--- config.mk ---
export PLATFORM = sky130hd
export DESIGN_NAME = i_fetcher
export DESIGN_NICKNAME = d
export VERILOG_FILES = /design/src/rtl/i_fetcher.sv
export SDC_FILE = /design/constraint.sdc
export NUM_CORES = 1
export LEC_CHECK = 0
export CELL_PAD_IN_SITES_DETAIL_PLACEMENT = 0
export CELL_PAD_IN_SITES_GLOBAL_PLACEMENT = 1
export CORE_ASPECT_RATIO = 1.4
export CORE_UTILIZATION = 39
export CTS_CLUSTER_SIZE = 30
export DETAILED_ROUTE_END_ITERATION = 8
export PLACE_DENSITY = 0.85
export SKIP_CTS_REPAIR_TIMING = 1
export SLEW_MARGIN = 20
export SYNTH_ARGS = -nofsm -noshare
export SYNTH_HDL_FRONTEND = slang
export SYNTH_SLANG_ARGS = --single-unit
--- constraint.sdc ---
create_clock -name clk_in -period 2.3 [get_ports clk_in]
set_input_delay 0.345 -clock clk_in [delete_from_list [all_inputs] [get_ports clk_in]]
set_output_delay 0.345 -clock clk_in [all_outputs]
set_load 0.005 [all_outputs]
--- src/rtl/i_fetcher.sv ---
// i_fetcher: instruction fetch sequencer.
// Loop: look up the I-cache, refill from memory on a miss, then push the instruction into the IQ.
// Optional feature: define FETCH_JAL_PRED_EN to follow JAL targets at fetch time.
// With FETCH_JAL_PRED_EN set, the fetcher predicts a JAL as taken and raises iq_pred_taken.
`timescale 1ns/1ps
module i_fetcher #(
  parameter logic [31:0] RESET_PC = 32'h0000_0000
) (
  input  logic        clk_in,
  input  logic        rst_in,
  input  logic        rdy_in,
  output logic        fetch_valid,
  output logic [31:0] fetch_pc,
  input  logic        icache_hit,
  input  logic [31:0] icache_inst,
  output logic        mem_req,
  output logic [31:0] mem_addr,
  input  logic        mem_done,
  input  logic [31:0] mem_data,
  output logic        cache_wr_en,
  output logic [31:0] cache_wr_pc,
  output logic [31:0] cache_wr_inst,
  input  logic        iq_full,
  output logic        iq_valid,
  output logic [31:0] iq_pc,
  output logic [31:0] iq_inst,
  output logic        iq_pred_taken,
  input  logic        jump_en,
  input  logic [31:0] jump_pc
);

  typedef enum logic [1:0] {S_REQ, S_WAIT, S_REFILL} state_t;

  state_t      state_q, state_d;
  logic [31:0] pc_q, pc_d;
  logic        pend_q, pend_d;
  logic [31:0] pend_pc_q, pend_pc_d;

  logic        fetch_valid_q, fetch_valid_d;
  logic [31:0] fetch_pc_q, fetch_pc_d;
  logic        mem_req_q, mem_req_d;
  logic [31:0] mem_addr_q, mem_addr_d;
  logic        cache_wr_en_q, cache_wr_en_d;
  logic [31:0] cache_wr_pc_q, cache_wr_pc_d;
  logic [31:0] cache_wr_inst_q, cache_wr_inst_d;
  logic        iq_valid_q, iq_valid_d;
  logic [31:0] iq_pc_q, iq_pc_d;
  logic [31:0] iq_inst_q, iq_inst_d;

  // The instruction being pushed comes from memory during a refill, otherwise from the cache
  logic [31:0] push_inst;
  logic [31:0] npc;
  logic        push_pred;

  assign push_inst = (state_q == S_REFILL) ? mem_data : icache_inst;

`ifdef FETCH_JAL_PRED_EN
  logic iq_pred_q, iq_pred_d;

  function automatic logic is_jal(input logic [31:0] inst);
    return inst[6:0] == 7'b1101111;
  endfunction

  function automatic logic signed [31:0] jal_offset(input logic [31:0] inst);
    return $signed({{12{inst[31]}}, inst[19:12], inst[20], inst[30:21], 1'b0});
  endfunction

  // Follow a JAL immediately; everything else falls through to pc+4
  always_comb begin
    push_pred = is_jal(push_inst);
    npc       = push_pred ? pc_q + $unsigned(jal_offset(push_inst)) : pc_q + 32'd4;
  end

  assign iq_pred_taken = iq_pred_q;
`else
  assign push_pred     = 1'b0;
  assign npc           = pc_q + 32'd4;
  assign iq_pred_taken = 1'b0;
`endif

  // State register; a low rdy_in freezes the FSM
  always_ff @(posedge clk_in or negedge rst_in) begin
    if (!rst_in)     state_q <= S_REQ;
    else if (rdy_in) state_q <= state_d;
  end

  // Next-state logic
  always_comb begin
    state_d = state_q;
    case (state_q)
      S_REQ:    if (!jump_en && !iq_full) state_d = S_WAIT;
      S_WAIT:   state_d = (jump_en || icache_hit) ? S_REQ : S_REFILL;
      S_REFILL: if (mem_done) state_d = S_REQ;
      default:  state_d = S_REQ;
    endcase
  end

  // Output and PC next-state values; level outputs hold, pulses default low
  always_comb begin
    pc_d            = pc_q;
    pend_d          = pend_q;
    pend_pc_d       = pend_pc_q;
    fetch_valid_d   = 1'b0;
    fetch_pc_d      = fetch_pc_q;
    mem_req_d       = mem_req_q;
    mem_addr_d      = mem_addr_q;
    cache_wr_en_d   = 1'b0;
    cache_wr_pc_d   = cache_wr_pc_q;
    cache_wr_inst_d = cache_wr_inst_q;
    iq_valid_d      = 1'b0;
    iq_pc_d         = iq_pc_q;
    iq_inst_d       = iq_inst_q;
`ifdef FETCH_JAL_PRED_EN
    iq_pred_d       = iq_pred_q;
`endif
    case (state_q)
      S_REQ: begin
        if (jump_en) begin
          pc_d = jump_pc;
        end else if (!iq_full) begin
          fetch_valid_d = 1'b1;
          fetch_pc_d    = pc_q;
        end
      end
      S_WAIT: begin
        if (jump_en) begin
          pc_d = jump_pc;
        end else if (icache_hit) begin
          iq_valid_d = 1'b1;
          iq_pc_d    = pc_q;
          iq_inst_d  = push_inst;
`ifdef FETCH_JAL_PRED_EN
          iq_pred_d  = push_pred;
`endif
          pc_d       = npc;
        end else begin
          mem_req_d  = 1'b1;
          mem_addr_d = pc_q;
        end
      end
      S_REFILL: begin
        if (mem_done) begin
          mem_req_d       = 1'b0;
          cache_wr_en_d   = 1'b1;
          cache_wr_pc_d   = pc_q;
          cache_wr_inst_d = mem_data;
          pend_d          = 1'b0;
          // A redirect seen during the refill (or on this very edge) drops the push
          if (jump_en) begin
            pc_d = jump_pc;
          end else if (pend_q) begin
            pc_d = pend_pc_q;
          end else begin
            iq_valid_d = 1'b1;
            iq_pc_d    = pc_q;
            iq_inst_d  = push_inst;
`ifdef FETCH_JAL_PRED_EN
            iq_pred_d  = push_pred;
`endif
            pc_d       = npc;
          end
        end else if (jump_en) begin
          pend_d    = 1'b1;
          pend_pc_d = jump_pc;
        end
      end
      default: ;
    endcase
  end

  // PC, pending redirect and registered outputs; all held while rdy_in is low
  always_ff @(posedge clk_in or negedge rst_in) begin
    if (!rst_in) begin
      pc_q            <= RESET_PC;
      pend_q          <= 1'b0;
      pend_pc_q       <= 32'h0;
      fetch_valid_q   <= 1'b0;
      fetch_pc_q      <= RESET_PC;
      mem_req_q       <= 1'b0;
      mem_addr_q      <= 32'h0;
      cache_wr_en_q   <= 1'b0;
      cache_wr_pc_q   <= 32'h0;
      cache_wr_inst_q <= 32'h0;
      iq_valid_q      <= 1'b0;
      iq_pc_q         <= 32'h0;
      iq_inst_q       <= 32'h0;
`ifdef FETCH_JAL_PRED_EN
      iq_pred_q       <= 1'b0;
`endif
    end else if (rdy_in) begin
      pc_q            <= pc_d;
      pend_q          <= pend_d;
      pend_pc_q       <= pend_pc_d;
      fetch_valid_q   <= fetch_valid_d;
      fetch_pc_q      <= fetch_pc_d;
      mem_req_q       <= mem_req_d;
      mem_addr_q      <= mem_addr_d;
      cache_wr_en_q   <= cache_wr_en_d;
      cache_wr_pc_q   <= cache_wr_pc_d;
      cache_wr_inst_q <= cache_wr_inst_d;
      iq_valid_q      <= iq_valid_d;
      iq_pc_q         <= iq_pc_d;
      iq_inst_q       <= iq_inst_d;
`ifdef FETCH_JAL_PRED_EN
      iq_pred_q       <= iq_pred_d;
`endif
    end
  end

  assign fetch_valid   = fetch_valid_q;
  assign fetch_pc      = fetch_pc_q;
  assign mem_req       = mem_req_q;
  assign mem_addr      = mem_addr_q;
  assign cache_wr_en   = cache_wr_en_q;
  assign cache_wr_pc   = cache_wr_pc_q;
  assign cache_wr_inst = cache_wr_inst_q;
  assign iq_valid      = iq_valid_q;
  assign iq_pc         = iq_pc_q;
  assign iq_inst       = iq_inst_q;

endmodule

**Yosys cells after proc, flatten, opt, wreduce, memory -nomap -nowiden**

Index checks and enable logic that the tools add are counted.

- Flip-flop bits (word level): 263
- Latch bits: 0
- RAM bits: 0
- ROM bits: 0
- Input bits: 103
- Output and inout port bits: 197
- Logic and storage cells: 88
- Memories kept: 0

- Add/sub/neg operators: 1
- Multiply operators: 0
- Divide/modulo/power cells: 0
- Magnitude comparators: 0
- Eq/ne operators: 11
- Shifts and indexed selects: 0
- Multiplexer cells: 41
- Bitwise gates (word level): 4
- Reductions and logical operators: 17

Operators with widths:

| cell | count |
|---|---|
| $mux 32 | 17 |
| $pmux 32 s2 | 2 |
| $pmux 32 s3 | 1 |
| $add 32x3->32 const B | 1 |
| $ne 2x2->1 const B | 8 |
| $mux 1 | 15 |
| $reduce_and 4->1 | 3 |
| $reduce_and 5->1 | 2 |
| $reduce_and 3->1 | 3 |
| $reduce_and 7->1 | 1 |
| $mux 2 | 3 |
| $pmux 2 s3 | 1 |
| $not 1->1 | 4 |
| $pmux 1 s2 | 2 |
| $reduce_bool 2->1 | 2 |
| $ne 3x3->1 const B | 1 |
| $reduce_bool 3->1 | 1 |
| $eq 2x1->1 const B | 1 |
| $eq 2x2->1 const B | 1 |
| $logic_not 1->1 | 2 |
| $logic_not 2->1 | 1 |
| $logic_and 1x1->1 | 1 |
| $logic_or 1x1->1 | 1 |

**Longest topological paths before layout**

Gate-level depths: netlist of the first run.

- Depth after elaboration: 6
- Depth in mapped cells: 9
- Gate-level depth less buffers: 7

**Worst setup path after synthesis of the first run**

Ideal clock, no wire load.

- Kind: reg2reg
- Start: reg state_q[0]
- End: reg iq_inst_q[10], in the netlist iq_inst[10]
- Library setup time: 0.137 ns
- Data arrival time: 1.986 ns
- Data required time: 2.163 ns
- Slack: 0.177 ns
- Cell stages (with the launch flop): 9
- Buffers on the path: 2
- Period minus slack after synthesis: 2.123 ns
- Cell sequence: dfrtp_1 > inv_1 > ha_1 > inv_2 > o21ai_1 > nor4b_2 > buf_2 > buf_1 > a21oi_1

- Cells in the longest elaborated chain, start to end: 6
- Elaborated cells between the ends (all ways): 16
- Classes of those cells: eq/ne (7); mux (7); reduce/logical (2)

Ends and longest elaborated chain:

| element | RTL line | RTL |
|---|---|---|
| from (decl) | 34 | `state_t state_q, state_d;` |
| from (signal assigned) | 84 | `else if (rdy_in) state_q <= state_d;` |
| $eq 2x2->1 | 55, 116 |  |
| $mux 32 | 55 | `assign push_inst = (state_q == S_REFILL) ? mem_data : icache_inst;` |
| $mux 32 | 151 | `end else if (pend_q) begin` |
| $mux 32 | 149 | `if (jump_en) begin` |
| $mux 32 | 142 | `if (mem_done) begin` |
| $pmux 32 s2 | 116 | `case (state_q)` |
| to (signal assigned) | 203 | `iq_inst_q <= iq_inst_d;` |
| to (decl) | 48 | `logic [31:0] iq_inst_q, iq_inst_d;` |

Parallel ways exist; a longest one is shown, timed or not. The select of a mux whose other input is x is not followed.
A chain may end at the register's enable or synchronous reset.

**Final worst setup path of the first run**

- Start: reg pc_q[2]
- End: reg pc_q[22]

- Cells in the longest elaborated chain, start to end: 5
- Elaborated cells between the ends (all ways): 7
- Classes of those cells: add/sub (1); mux (6)

Ends and longest elaborated chain:

| element | RTL line | RTL |
|---|---|---|
| from (decl) | 35 | `logic [31:0] pc_q, pc_d;` |
| from (signal assigned) | 191 | `pc_q <= pc_d;` |
| $add 32x3->32 (*) | 77 | `assign npc = pc_q + 32'd4;` |
| $mux 32 | 151 |  |
| $mux 32 | 149 |  |
| $mux 32 | 142 |  |
| $pmux 32 s3 (*) | 116 |  |

Mark *: on every way between the ends. The rest lies on a longest branch, timed or not. The select of a mux whose other input is x is not followed.

==> results.yml, run 1 <==
sta:
  fmax_mhz: 455.1
  finClkSkew_ns: 0.02110
  setup_viol: 0
  rsz0062_at_grt: "no"
  hold_violations: 0
  holdWs_ns: 0.2697
  fin_crit_sh: 0.9554
  min_period_ns: 2.197
  drv_slew: 0
  relSlewSlack: 0.6027
  worstMarginPinSlew_ns: 0.5959
drt:
  postRouteAntennaNets: 0
  drt_pass1_iterations: 4
  vias_per_cell: 5.371
  vias: 9565
  wl_per_cell_um: 20.12
  drtIter0Drc: 456
  drc: 0
  drt-total-wl_um: 35830
die:
  ioPinCount: 300
  dieArea_sq_mm: 0.03147
  row_count: 75
  core_area_sq_mm: 0.03012
  dieWidth_um: 150.2
  die_h_um: 209.5
  initial_utilization: 0.3982
min_path:
  hold_class: "in -> async"
logic_synthesis:
  synth_edf_count: 0
  syn_inst: 1033
  syn-num-nets: 1141
  yosysUniqueCellTypes: 69
  yosys-top-cells-count: "dfrtp_1, mux2_2, nor2_1, a21oi_1, o21ai_0"
  ys_warn_count: 0
  ys_seq_area_frac: 0.5487
  yosysTopAreaCellShare: 0.5487
  synth_top_cell_by_area: "dfrtp_1"
  synthFlopType: "dfrtp_1"
  ys_ff_latch: 263
  syn_area_sq_mm: 0.01199
  async_reset_ff_frac: 1.000
  synth.avg_cell_area_sq_um: 11.61
  synthTopCellsByArea: "dfrtp_1, mux2_2, a21oi_1"
  yosysMostFrequentCell: "dfrtp_1"
power:
  power_density_mw_per_mm2: 1337
  max-vdd-ir-drop_v: 0.0008660
  combPwrFrac: 0.442
  p_sw_uw: 7406
  pwr-share-clk: 0.202
  power_frac_seq: 0.355
  intPower_uw: 15340
  finalPower_uw: 22750
  leakagePower_uw: 0.007285
  switching_share: 0.3256
global_route:
  grt_pass1_wl_um: 56190
  first_global_vias: 9828
  grt_start_max_net_pins: 81
  grt_use_total: 0.2321
  antenna_found_initial: 2
  grt_overflow: 0
place:
  dp_hpwl_um: 25900
  io_buffers: 298
  routabilityCongestion: 0.8569
worst_setup_path:
  worst_ep_required_time_ns: 2.71
  crit_chain: "ha_1, nand2_1, or3_1, buf_4, o31a_1, o31ai_1, a311oi_1"
  arrival_ns: 2.61
  critPathSlowestCell: "or3_1"
  slowest_delay_ns: 0.55
  cp-end-kind: "flip-flop"
  crit_path_start_kind: "flip-flop"
  cp_max_fo: 11
  crit_type: "reg -> reg"
cells_and_area:
  layout.nets: 1481
  drive_above_1_share: 0.2509
  utilization: 0.5648
  area_growth_pct: 41.84
clock_network:
  root_buffer: "clkbuf_16"
  cts_sinks: 263
  clkSlewWorstSetupHoldPaths_ns: 0.06
  clk_latency_ns: 0.56
  clockBufferDepth: 3
  numCtsBuffers: 28
  htreeDepth: 1
  cts_tree: "yes"
flow_run:
  cap_violations: 0
outcome:
  status: "complete, no violations"
-- sequential cells by signal (all words and copies together), names as in the netlist, 2 cells and up --
signal / count
pc_q: 32
iq_inst: 32
iq_pc: 32
fetch_pc: 32
pend_pc_q: 32
state_q: 2
cache_wr_inst: 32
cache_wr_pc: 32
mem_addr: 32
-- through the flow --
step | cells | cell area, sq um | setup TNS [ns] | worst slack, ns
after global placement | 1726 | 16030 | -0.1983 | -0.01841
after detailed placement | 1726 | 16030 | -0.7142 | -0.04765
after floorplan | 1033 | 11990 | 0 | 0.1766
after CTS | 1778 | 16970 | 0 | 0.06879
final | 1781 | 17010 | 0 | 0.1027
after global routing | 1781 | 17010 | 0 | 0.0003186
-- critical path, delay by kind of cell (launching register included) --
| family | cells | cell delay (ns) |
|---|---|---|
| adders and majority gates | 1 | 0.17 |
| AOI/OAI and AO/OA | 3 | 0.66 |
| buffers and inverters | 1 | 0.24 |
| DFF | 1 | 0.35 |
| and+or+nand+nor | 2 | 0.63 |
-- routing by layer --
| metal | vias to the layer above | GRT usage | share of wire |
|---|---|---|---|
| li1 | 4395 | - | - |
| met3 | 74 | 0.04935 | 0.066 |
| met2 | 336 | 0.4082 | 0.52 |
| met1 | 4758 | 0.2747 | 0.39 |
| met5 | - | 0 | 0.00036 |
| met4 | 2 | 0.08673 | 0.033 |
-- path summary, 6_finish.rpt --
| check | from | slack (ns) | endpoint | cells past startpoint |
|---|---|---|---|---|
| max | pc_q[2]$_DFFE_PN0P_ | 0.10 | pc_q[22]$_DFFE_PN0P_ | 7 |
| max in group asynchronous | rst_in | 1.32 | cache_wr_pc[23]$_DFFE_PN0P_ | 3 |
| min | rst_in | 0.27 | iq_pc[14]$_DFFE_PN0P_ | 2 |
| min in group clk_in | icache_inst[22] | 0.41 | iq_inst[22]$_DFFE_PN0P_ | 3 |
| max reg2reg | pc_q[2]$_DFFE_PN0P_ | 0.10 | pc_q[22]$_DFFE_PN0P_ | 7 |
| min reg2reg | cache_wr_pc[20]$_DFFE_PN0P_ | 0.48 | cache_wr_pc[20]$_DFFE_PN0P_ | 2 |
-- layout by cell type, fill, tap and decap left out, drive strengths merged, types with 4 or more instances in the layout --
master / Yosys / final
mux2i: 32 / 32
dfrtp: 263 / 263
or3: 4 / 4
or4: 5 / 5
a31oi: 8 / 8
o21a: 7 / 7
o21ai: 61 / 61
clkdlybuf4s50: 0 / 297
nand3: 12 / 12
nor3: 18 / 18
a211oi: 9 / 9
a21o: 15 / 15
o22ai: 5 / 5
nand2b: 4 / 4
o31ai: 7 / 7
nor2b: 4 / 4
clkinv: 0 / 10
buf: 36 / 100
a311oi: 6 / 6
nor4: 8 / 8
a21oi: 73 / 73
and3: 4 / 4
nand2: 50 / 50
mux2: 190 / 190
nand4: 5 / 5
inv: 15 / 15
nor2: 82 / 82
clkbuf: 52 / 39
ha: 5 / 5
-- cell type report --
type / instances / area (sq um)
fill: 2510 / 13110
sequential: 263 / 6581
multi-input combinational: 667 / 5047
timing repair buffer: 398 / 3899
clock buffer: 39 / 823.3
tap: 385 / 481.7
clock inverter: 13 / 121.4
inverter: 15 / 56.30
antenna: 1 / 2.502
-- cell families (layout without fill, tap and decap cells) --
kind of cell	after synthesis	in the layout	synth area share
adders and majority gates	5	5	0.005216
other	1	2	0.0003127
muxes	222	222	0.2051
DFF	263	263	0.5487
xor gates and xnor gates	4	4	0.002921
and+or+nand+nor	203	203	0.07959
buffers and inverters	103	465	0.03620
AOI/OAI and AO/OA	232	232	0.1220
-- power by group through the flow --
stage / Clock (uW) / Sequential, uW / Combinational (uW)
floorplan: 0 / 8000 / 4350
global placement: 0 / 8050 / 9920
detailed placement: 0 / 8150 / 10100
CTS: 4720 / 8100 / 10100
global route: 4860 / 8360 / 10900
finish: 4610 / 8080 / 10100
(Power assumes the default switching activity.)
==> run 2, diff against run 1 <==
--- a/config.mk
+++ b/config.mk
@@ -11,7 +11,8 @@
 export CORE_UTILIZATION = 39
 export CTS_CLUSTER_SIZE = 30
 export DETAILED_ROUTE_END_ITERATION = 8
-export PLACE_DENSITY = 0.85
+export GPL_ROUTABILITY_DRIVEN = 0
+export PLACE_DENSITY = 0.86
 export SKIP_CTS_REPAIR_TIMING = 1
 export SLEW_MARGIN = 20
 export SYNTH_ARGS = -nofsm -noshare
==> run 2 against run 1 <==
Combinational power barely moved. Total power rose by 0.52%. Wire length barely moved. Non-clock buffer count fell by 6. Clock skew fell by 0.014 ns. Register-to-register slack barely moved. Global-route usage rose by 0.15 points. First-iteration DRC count rose by 30%. Die area did not move. Highest routed layer is now met4. Setup slack got worse by 0.013 ns. Clock power rose by 3%.
==> results.yml, run 2 (synthesized netlist as in run 1, its figures left out) <==
worst_setup_path:
  crit_type: "reg -> reg"
  arrival_ns: 2.64
  worst_ep_required_time_ns: 2.73
  cp_max_fo: 11
  crit_path_start_kind: "flip-flop"
  cp-end-kind: "flip-flop"
sta:
  relSlewSlack: 0.5924
  fin_crit_sh: 0.9608
  setup_viol: 0
  worstMarginPinSlew_ns: 0.6115
  min_period_ns: 2.210
  layout_setup_ws_ns: 0.09013
  rsz0062_at_grt: "no"
  fmax_mhz: 452.5
  finClkSkew_ns: 0.007299
  hold_violations: 0
  drv_slew: 0
  holdWs_ns: 0.3513
power:
  leakagePower_uw: 0.007257
  power_density_mw_per_mm2: 1346
  max-vdd-ir-drop_v: 0.0007496
  finalPower_uw: 22870
cells_and_area:
  n_fill_cell: 2592
  utilization: 0.5640
  seqCellArea_sq_mm: 0.006581
  final_common_cell: "clkdlybuf4s50_1"
  finalNonFillerCells: 1771
  n_antenna_cell: 0
  mostFrequentLayoutCells: "clkdlybuf4s50_1, dfrtp_1, mux2_2"
  drive_above_1_share: 0.2446
  area_growth_pct: 41.64
  multi_input_area_sq_mm: 0.005037
  layout.nets: 1474
die:
  row_count: 75
  core_area_sq_mm: 0.03012
  dieWidth_um: 150.2
  die_h_um: 209.5
  initial_utilization: 0.3982
  ioPinCount: 300
  dieArea_sq_mm: 0.03147
min_path:
  hold_class: "in -> async"
outcome:
  status: "complete, no violations"
place:
  dpl_worst_slack_ns: -0.03725
  dp_hpwl_um: 25500
  dp_cells: 1719
  io_buffers: 298
global_route:
  first_global_vias: 10031
  grt_overflow: 0
  grt_start_max_net_pins: 69
  grt_use_total: 0.2336
  grt_pass1_wl_um: 56600
  antenna_found_initial: 0
clock_network:
  cts_sinks: 263
  numCtsBuffers: 27
  clkSlewWorstSetupHoldPaths_ns: 0.06
  clk_latency_ns: 0.55
  clockBufferDepth: 3
  htreeDepth: 1
  cts_tree: "yes"
  root_buffer: "clkbuf_16"
drt:
  drtIter0Drc: 594
  wl_per_cell_um: 20.22
  vias: 9679
  drt_pass1_iterations: 6
  drt-total-wl_um: 35820
  vias_per_cell: 5.465
  drc: 0
  postRouteAntennaNets: 0
flow_run:
  cap_violations: 0
[run 2: changes by cell type in the layout (fill, tap and decap cells not counted), moves of 2 or more]
| cell | delta |
|---|---|
| clkinv_2 | -3 |
| bufinv_16 | +3 |
| buf_12 | +3 |
| clkbuf_16 | -2 |
| buf_4 | -9 |
| inv_6 | +2 |
[run 2: area by class of cell]
class / instances / share of cell area
Clock buffer: 36 / 0.04470
Multi-Input combinational cell: 667 / 0.2965
Timing Repair Buffer: 392 / 0.2281
Clock inverter: 13 / 0.01164
Sequential cell: 263 / 0.3874
Tap cell: 385 / 0.02835
Inverter: 15 / 0.003314
[run 2: metrics by stage]
step | area [sq um] | TNS [ns]
floorplan | 11990 | 0
finish | 16990 | 0
global route | 16990 | 0
detailed placement | 15990 | -0.2516
global placement | 15990 | 0
CTS | 16950 | 0
[run 2: path summary, 6_finish.rpt]
check / end / cells past startpoint / slack [ns] / from
worst max-delay path: iq_pc[24]$_DFFE_PN0P_ / 8 / 0.09 / state_q[0]$_DFFE_PN0P_
worst min-delay path: fetch_pc[13]$_DFFE_PN0P_ / 2 / 0.35 / rst_in
worst max register to register: iq_pc[24]$_DFFE_PN0P_ / 8 / 0.09 / state_q[0]$_DFFE_PN0P_
worst min register to register: cache_wr_pc[24]$_DFFE_PN0P_ / 2 / 0.49 / cache_wr_pc[24]$_DFFE_PN0P_
max in group asynchronous: iq_pc[26]$_DFFE_PN0P_ / 3 / 1.19 / rst_in
min in group clk_in: iq_inst[18]$_DFFE_PN0P_ / 3 / 0.42 / icache_inst[18]
[run 2: layer usage]
| layer | global-route usage | share of wire | up-vias |
|---|---|---|---|
| met4 | 0.08534 | 0.033 | 0 |
| met3 | 0.05130 | 0.072 | 69 |
| met1 | 0.2797 | 0.38 | 4848 |
| met2 | 0.4069 | 0.51 | 371 |
| met5 | 0 | 0 | - |
| li1 | - | - | 4391 |
[run 2: critical path: stages (launching register included)]
cell,delay (ns)
dfrtp_1,0.40
inv_1,0.11
ha_4,0.19
inv_2,0.14
o21ai_1,0.17
nor4b_4,0.39
buf_6,0.19
buf_12,0.16
mux2_2,0.33
[run 2: power by group]
group	total [uW]	switching, uW	internal (uW)
sequential	8090	1330	6760
combinational	10000	4200	5830
clock	4750	1880	2880
==> run 3, diff against run 2 <==
--- a/config.mk
+++ b/config.mk
@@ -13,6 +13,7 @@
 export DETAILED_ROUTE_END_ITERATION = 8
 export GPL_ROUTABILITY_DRIVEN = 0
 export PLACE_DENSITY = 0.86
+export RECOVER_POWER = 100
 export SKIP_CTS_REPAIR_TIMING = 1
 export SLEW_MARGIN = 20
 export SYNTH_ARGS = -nofsm -noshare
==> constraint.sdc (replaced) <==
create_clock -name clk_in -period 2.3 [get_ports clk_in]
set_input_delay 0.46 -clock clk_in [delete_from_list [all_inputs] [get_ports clk_in]]
set_output_delay 0.46 -clock clk_in [all_outputs]
set_load 0.005 [all_outputs]
==> run 3 against run 2 <==
Global-route usage increased by 0.066 points. Flip-flop and latch count unchanged. Maximum frequency fell by 0.19%. Via count decreased by 0.91%. Total power decreased by 2.0%. Core utilization increased by 0.18 points. Die area is the same. Final area up 0.32%. Register-to-register slack hardly changed. Largest cell class unchanged.
==> results.yml, run 3 (synthesized netlist as in run 1, its figures left out) <==
outcome:
  status: "complete, no violations"
power:
  power_frac_seq: 0.357
  pwr-share-clk: 0.219
  p_sw_uw: 7399
  max-vdd-ir-drop_v: 0.0006824
  combPwrFrac: 0.424
  switching_share: 0.3302
  leakagePower_uw: 0.007550
  power_density_mw_per_mm2: 1315
  intPower_uw: 15010
cells_and_area:
  layout.nets: 1490
  multi_input_area_sq_mm: 0.005009
  mostFrequentLayoutCells: "dfrtp_1, dlygate4sd3_1, mux2_2"
  area_growth_pct: 42.10
  seqCellArea_sq_mm: 0.006583
  final_common_cell: "dfrtp_1"
  final_cell_area_sq_mm: 0.01704
  drive_above_1_share: 0.2507
  n_antenna_cell: 0
  n_fill_cell: 2601
clock_network:
  numCtsBuffers: 28
  clockBufferDepth: 3
  cts_tree: "yes"
  root_buffer: "clkbuf_16"
  clk_latency_ns: 0.56
  clkSlewWorstSetupHoldPaths_ns: 0.06
  htreeDepth: 1
  cts_sinks: 263
die:
  initial_utilization: 0.3982
  die_h_um: 209.5
  dieArea_sq_mm: 0.03147
  dieWidth_um: 150.2
  ioPinCount: 300
  row_count: 75
  core_area_sq_mm: 0.03012
sta:
  finClkSkew_ns: 0.01600
  layout_setup_ws_ns: 0.08602
  rsz0062_at_grt: "no"
  drv_slew: 0
  hold_violations: 0
  fin_crit_sh: 0.9626
  worstMarginPinSlew_ns: 0.9204
  setup_viol: 0
  min_period_ns: 2.214
  relSlewSlack: 0.3864
  holdWs_ns: 0.4149
  fmax_mhz: 451.7
drt:
  drt-total-wl_um: 36100
  drt_pass1_iterations: 7
  wl_per_cell_um: 20.18
  vias: 9591
  vias_per_cell: 5.361
  drtIter0Drc: 559
  postRouteAntennaNets: 0
  drc: 0
global_route:
  grt_overflow: 0
  antenna_found_initial: 0
  grt_pass1_wl_um: 56480
  grt_start_max_net_pins: 64
  first_global_vias: 9971
  grt_use_total: 0.2343
worst_setup_path:
  worst_ep_required_time_ns: 2.74
  cp-end-kind: "flip-flop"
  crit_type: "reg -> reg"
  cp_max_fo: 23
  arrival_ns: 2.65
  crit_path_start_kind: "flip-flop"
flow_run:
  cap_violations: 0
place:
  dp_hpwl_um: 26000
  dpl_worst_slack_ns: -0.1288
  io_buffers: 298
  placed_area_sq_mm: 0.01614
min_path:
  hold_class: "in -> async"
run 3: worst max-delay path, stage by stage (launching register included):
cell      delay, ns
dfrtp_1        0.41
inv_1          0.13
ha_1           0.21
inv_1          0.11
nor4_2         0.31
clkbuf_4       0.50
mux2_2         0.41
run 3: worst paths after layout:
kind / slack [ns] / end / from / cells after the start
worst max-delay path: 0.09 / fetch_pc[4]$_DFFE_PN0P_ / state_q[0]$_DFFE_PN0P_ / 6
worst min-delay path: 0.41 / fetch_pc[15]$_DFFE_PN0P_ / rst_in / 2
worst max register to register: 0.09 / fetch_pc[4]$_DFFE_PN0P_ / state_q[0]$_DFFE_PN0P_ / 6
worst min register to register: 0.47 / cache_wr_pc[25]$_DFFE_PN0P_ / cache_wr_pc[25]$_DFFE_PN0P_ / 2
max in group asynchronous: 0.49 / pc_q[18]$_DFFE_PN0P_ / rst_in / 3
min in group clk_in: 0.47 / cache_wr_pc[25]$_DFFE_PN0P_ / cache_wr_pc[25]$_DFFE_PN0P_ / 2
run 3: metrics by stage:
stage,power [uW],TNS [ns],std cells,utilization
floorplan,12350,0,1033,-
global placement,18050,-3.896,1736,0.5358
detailed placement,18320,-7.633,1736,0.5358
CTS,23340,0,1788,0.5696
global route,23780,0,1789,0.5658
finish,22410,0,1789,0.5658
run 3: cell type report:
| type | count | share of cell area |
|---|---|---|
| clock inverter | 9 | 0.007561 |
| clock buffer | 43 | 0.05212 |
| sequential | 263 | 0.3862 |
| tap | 385 | 0.02826 |
| inverter | 15 | 0.003303 |
| multi-input combinational | 667 | 0.2939 |
| timing repair buffer | 407 | 0.2287 |
run 3: power groups by stage:
stage | Combinational [uW] | Sequential, uW | Clock (uW)
global placement | 10000 | 8030 | 0
global route | 10300 | 8290 | 5180
floorplan | 4350 | 8000 | 0
finish | 9490 | 8000 | 4910
detailed placement | 10200 | 8150 | 0
CTS | 10200 | 8090 | 5010
run 3: routing by layer:
| layer | share of wire | global-route usage | vias to the layer above |
|---|---|---|---|
| met3 | 0.073 | 0.05174 | 66 |
| met5 | 0 | 0 | - |
| li1 | - | - | 4425 |
| met4 | 0.033 | 0.09161 | 0 |
| met2 | 0.52 | 0.4076 | 365 |
| met1 | 0.38 | 0.2784 | 4735 |
